**src/rtl/ram_port_arbiter_pkg.sv**
```systemverilog
// Shared types and constants for the two-port RAM arbiter.
// State encoding and port indices used by the arbiter and its picker.
package ram_port_arbiter_pkg;

  typedef enum logic [1:0] {
    ARB   = 2'd0,
    LOCK0 = 2'd1,
    LOCK1 = 2'd2
  } state_e;

  localparam int PORT_FETCH = 0;
  localparam int PORT_DATA  = 1;

endpackage

```
**src/rtl/ram_port_arbiter_rr_pick2.sv**
```systemverilog
// Two-way round-robin picker.
// The port not served last wins a tie.
module rr_pick2
  import ram_port_arbiter_pkg::*;
(
  input  logic [1:0] req,
  input  logic       last,
  output logic [1:0] gnt
);

  always_comb begin
    gnt = 2'b00;
    unique case (1'b1)
      (req == 2'b11): gnt = last ? 2'b01 : 2'b10;
      (req == 2'b01): gnt = 2'b01;
      (req == 2'b10): gnt = 2'b10;
      default:        gnt = 2'b00;
    endcase
  end

endmodule

```
**src/rtl/ram_port_arbiter.sv**
```systemverilog
// Shares one single-read-port RAM between fetch and data ports.
// Round-robin arbitration with bounded lock for read-modify-write.
module ram_port_arbiter
  import ram_port_arbiter_pkg::*;
#(
  parameter int DATA_WIDTH = 8,
  parameter int ADDR_WIDTH = 10,
  parameter int LOCK_MAX   = 4
) (
  input  logic                  Clock,
  input  logic                  Reset,
  input  logic [1:0]            iReq,
  input  logic [1:0]            iWe,
  input  logic [1:0]            iLock,
  input  logic [ADDR_WIDTH-1:0] iAddr0,
  input  logic [ADDR_WIDTH-1:0] iAddr1,
  input  logic [DATA_WIDTH-1:0] iData0,
  input  logic [DATA_WIDTH-1:0] iData1,
  output logic [1:0]            oGrant,
  output logic [1:0]            oRdValid,
  output logic [DATA_WIDTH-1:0] oRdData,
  output logic                  oRamWriteEnable,
  output logic [ADDR_WIDTH-1:0] oRamReadAddress,
  output logic [ADDR_WIDTH-1:0] oRamWriteAddress,
  output logic [DATA_WIDTH-1:0] oRamDataIn,
  input  logic [DATA_WIDTH-1:0] iRamDataOut
);

  localparam int CW = $clog2(LOCK_MAX + 1);

  state_e          state_q, state_d;
  logic            last_q, last_d;
  logic [CW-1:0]   cnt_q, cnt_d;
  logic [CW-1:0]   cnt_inc;
  logic [1:0]      tag_q, tag_d;
  logic [1:0]      rr_gnt;
  logic [1:0]      gnt;
  logic            locked;
  logic            win;
  logic            any;

  rr_pick2 u_pick (
    .req  (iReq),
    .last (last_q),
    .gnt  (rr_gnt)
  );

  // Owner dropping its request falls straight through to arbitration.
  always_comb begin
    locked = (state_q == LOCK0 && iReq[PORT_FETCH])
          || (state_q == LOCK1 && iReq[PORT_DATA]);
    gnt = 2'b00;
    if (Reset) begin
      if (locked)
        gnt = (state_q == LOCK1) ? 2'b10 : 2'b01;
      else
        gnt = rr_gnt;
    end
    win = gnt[PORT_DATA];
    any = |gnt;
  end

  always_comb begin
    state_d = ARB;
    cnt_d   = '0;
    last_d  = last_q;
    cnt_inc = cnt_q + CW'(1);
    tag_d   = gnt & ~iWe;
    if (any) begin
      last_d = win;
      if (locked) begin
        if (iLock[win] && cnt_inc < CW'(LOCK_MAX)) begin
          state_d = state_q;
          cnt_d   = cnt_inc;
        end
      end else if (iLock[win] && LOCK_MAX > 1) begin
        state_d = win ? LOCK1 : LOCK0;
        cnt_d   = CW'(1);
      end
    end
  end

  always_ff @(posedge Clock or negedge Reset) begin
    if (!Reset) begin
      state_q <= ARB;
      last_q  <= 1'b1;
      cnt_q   <= '0;
      tag_q   <= 2'b00;
    end else begin
      state_q <= state_d;
      last_q  <= last_d;
      cnt_q   <= cnt_d;
      tag_q   <= tag_d;
    end
  end

  always_comb begin
    oGrant           = gnt;
    oRdValid         = tag_q;
    oRdData          = Reset ? iRamDataOut : '0;
    oRamWriteEnable  = any & iWe[win];
    oRamReadAddress  = '0;
    oRamWriteAddress = '0;
    oRamDataIn       = '0;
    if (any) begin
      oRamReadAddress  = win ? iAddr1 : iAddr0;
      oRamWriteAddress = win ? iAddr1 : iAddr0;
      oRamDataIn       = win ? iData1 : iData0;
    end
  end

endmodule

```
**config.mk**
```make
export PLATFORM = sky130hd
export DESIGN_NAME = ram_port_arbiter
export DESIGN_NICKNAME = d
export VERILOG_FILES = /design/src/rtl/ram_port_arbiter_pkg.sv /design/src/rtl/ram_port_arbiter_rr_pick2.sv /design/src/rtl/ram_port_arbiter.sv
export SDC_FILE = /design/constraint.sdc
export NUM_CORES = 1
export LEC_CHECK = 0
export ABC_AREA = 0
export BUFFER_PORTS_ARGS = -buffer_cell sky130_fd_sc_hd__clkbuf_2
export CORE_MARGIN = 4
export CORE_UTILIZATION = 30
export DETAILED_ROUTE_END_ITERATION = 7
export GPL_ROUTABILITY_DRIVEN = 0
export GPL_TIMING_DRIVEN = 0
export PLACE_DENSITY = 0.84
export SLEW_MARGIN = 5
export SYNTH_ARGS = -nofsm -noshare
export SYNTH_HDL_FRONTEND = slang
export SYNTH_HIERARCHICAL = 1
export SYNTH_SLANG_ARGS = --single-unit
```
**constraint.sdc**
```tcl
create_clock -name Clock -period 3 [get_ports Clock]
set_input_delay 0.6 -clock Clock [delete_from_list [all_inputs] [get_ports Clock]]
set_output_delay 0.6 -clock Clock [all_outputs]
set_load 0.03 [all_outputs]
```
==> results.json <==
{
  "p_int_mw": 0.340,
  "avgViaCountPerCell": 4.64,
  "multiInputGateArea_sq_um": 450,
  "hpwl_microns": 2270,
  "crit-reg2reg-launch": "last_q",
  "status": "completed",
  "combinationalPowerShare_pct": 65.3,
  "holdCritPathClass": "input port to asynchronous set/reset pin",
  "end_kind": "primary output",
  "fin_nets": 239,
  "track_usage_pct": 14.8,
  "post_drt_wl_per_cell_microns": 12.2,
  "area_growth_pct": 71.1,
  "ir_drop_uv": 312,
  "cts_buffers": 3,
  "maxCapViolCount": 0,
  "cp-start-kind": "flop",
  "clock_path_buffers": 2,
  "path_cells": "a21boi_1, a21o_1, a32o_2, a21oi_4, buf_4, a22o_1, buf_4, clkbuf_2",
  "cpPeakStageDelay_ns": 0.55,
  "portBuffers": 92,
  "initial_utilization_pct": 31.4,
  "p_switching_mw": 0.316,
  "p_clk_share_pct": 13.9,
  "place_inst": 208,
  "synth_area_sq_um": 771,
  "synth_warnings": 6,
  "critPathMostFrequentCell": "buf_4",
  "synth_cell_type_count": 30,
  "layout-drive-gt1-share_pct": 63.2,
  "n_fill_cell": 247,
  "finalMaxSlewViolations": 0,
  "slowest_stage": "dfstp_2",
  "antenna_found_initial": 0,
  "grt_max_degree": 13,
  "synth.avg_cell_area_sq_um": 8.96,
  "drt_iter0_drc": 11,
  "reg2reg_depth": 5,
  "p_per_area_nw_per_um2": 497,
  "period_needed_ns": 2.78,
  "grt_overflow_total": 0,
  "crit_type": "flop to primary output",
  "clock.fmax_mhz": 359,
  "netlist_instances": 86,
  "crit_fanout": 6,
  "io_pins": 93,
  "pwr-share-seq_pct": 20.8,
  "drc": 0,
  "htreeDepth": 1,
  "clock_latency_ns": 0.26,
  "synthesis.nets": 139,
  "whs_ns": 0.205,
  "path_clk_slew_ns": 0.06,
  "total_power_mw": 0.656,
  "antenna_cells": 0,
  "cts_tree": "yes",
  "rrSetupSlack_ns": 1.34,
  "rows": 18,
  "cts-root-buf": "clkbuf_4",
  "cts.sinks": 8,
  "ant_nets": 0,
  "routed_wirelength_microns": 2610,
  "dieWidth_microns": 58.7,
  "p_leak_nw": 0.815,
  "die_area_sq_um": 3440,
  "final-seq-area_sq_um": 201,
  "fin_tns_setup_ns": 0,
  "switching_share_pct": 48.1,
  "grt_pass1_vias": 941,
  "coreArea_sq_um": 2450,
  "die_y_microns": 58.7,
  "synth-seq-cells": 8,
  "crit_arrival_ns": 2.18,
  "finalClockSkew_ns": 0.00268,
  "fin_cells": 215,
  "fin_crit_sh_pct": 92.7,
  "rsz0062_at_grt": "false",
  "ys_seq_area_share_pct": 26.1,
  "setup_viol": 0,
  "cp_data_required_time_ns": 2.40,
  "grt_first_pass_wirelength_microns": 3860,
  "vias": 997,
  "crit_buf_inv": 3,
  "hold_violations": 0,
  "critPathTopFamily": "compound AO/OA/AOI/OAI gates",
  "drtPass1Iterations": 4,
  "rr_endpoint": "cnt_q[0]"
}
sequential cells by signal, indices dropped and copies added (netlist names):
name / cells
cnt_q: 3
last_q: 1
state_q: 2
oRdValid: 2
cell usage in the layout, fill, tap and decap left out, drive strengths merged, types with 2 or more instances in the layout:
cell	instances
clkbuf	97
a22o	19
buf	16
and2	9
dfrtp	7
inv	5
a21oi	4
nor2b	3
nor2	3
a21o	2
nand2	2
nand3	2
o21ai	2
a21boi	2
per-stage QoR:
| stage | utilization, % | area [sq um] | setup WS, ns |
|---|---|---|---|
| global route | 53.7 | 1320 | 0.0493 |
| global placement | 51.7 | 1270 | 0.0195 |
| finish | 53.7 | 1320 | 0.218 |
| floorplan | - | 771 | 0.277 |
| CTS | 52.8 | 1290 | 0.0253 |
| detailed placement | 51.7 | 1270 | 0.0315 |
power by group through the flow:
stage               clock (mW)  combinational (mW)  sequential [mW]
floorplan                    0               0.294            0.139
global placement             0               0.418            0.138
detailed placement           0               0.422            0.138
CTS                     0.0947               0.423            0.136
global route            0.0997               0.458            0.138
finish                  0.0914               0.428            0.136
cells by family after synthesis:
| kind of cell | after synthesis | share of synthesized area, % |
|---|---|---|
| AOI/OAI and AO/OA | 35 | 39.9 |
| xor gates and xnor gates | 1 | 1.14 |
| buffers and inverters | 19 | 15.4 |
| DFF | 8 | 26.1 |
| and+or+nand+nor | 21 | 15.3 |
| other | 1 | 0.487 |
| adders and majority gates | 1 | 1.62 |
what timing repair did:
action,in CTS,in global routing
setup endpoints to repair,0,22
resized for setup,0,2
hold buffers,0,0
setup buffers,0,3
worst max-delay path by stage:
stage | start | endpoint | slack [ns] | cells after the start
global placement | iReq[1] | oRamWriteAddress[8] | 0.02 | 8
global route | last_q | oRamWriteAddress[4] | 0.05 | 8
floorplan | iReq[1] | oRamWriteAddress[3] | 0.28 | 6
finish | last_q | oRamWriteAddress[3] | 0.22 | 8
detailed placement | iReq[1] | oRamWriteAddress[3] | 0.03 | 8
CTS | iReq[1] | oRamWriteAddress[3] | 0.03 | 8
cell usage after synthesis:
master / count / share of area, %
and2_1: 9 / 7.3
nand3b_1: 1 / 0.97
ha_1: 1 / 1.6
dfstp_2: 1 / 3.4
buf_1: 1 / 0.49
nand3_1: 2 / 1.3
o21a_1: 1 / 0.97
a221o_1: 1 / 1.3
a21boi_1: 1 / 0.97
a22o_1: 19 / 22
conb_1: 1 / 0.49
a221oi_1: 1 / 1.1
o2bb2a_4: 1 / 2.6
nand2b_1: 1 / 0.81
inv_1: 5 / 2.4
a21o_1: 2 / 1.9
dfrtp_1: 7 / 23
buf_2: 2 / 1.3
a21boi_0: 1 / 0.97
buf_6: 1 / 1.5
a32o_2: 1 / 1.5
nor2b_1: 3 / 2.4
a21oi_4: 1 / 2.1
o211ai_2: 1 / 1.6
nor2_1: 3 / 1.5
o21ai_0: 2 / 1.3
a21oi_1: 3 / 1.9
buf_4: 10 / 9.7
nand2_1: 2 / 0.97
xor2_1: 1 / 1.1
layout make-up:
cell class              count  share of cell area, %
plain buffers              14                   7.69
multi-input cells          59                   34.2
repair buffers             95                   36.6
flip-flops and latches      8                   15.3
clock buffers               4                   1.99
inverters                   5                   1.42
well taps                  30                   2.85
per-layer routing:
layer / global-route usage, % / vias up / share of wire [%] / wire length, microns
met2: 26.0 / 62 / 50 / 1310
met4: 4.53 / 0 / 0.77 / 20
li1: - / 505 / - / -
met1: 15.0 / 426 / 35 / 915
met5: 0 / - / 0 / 0
met3: 8.11 / 4 / 14 / 369
Power figures use the tool's default switching activity.
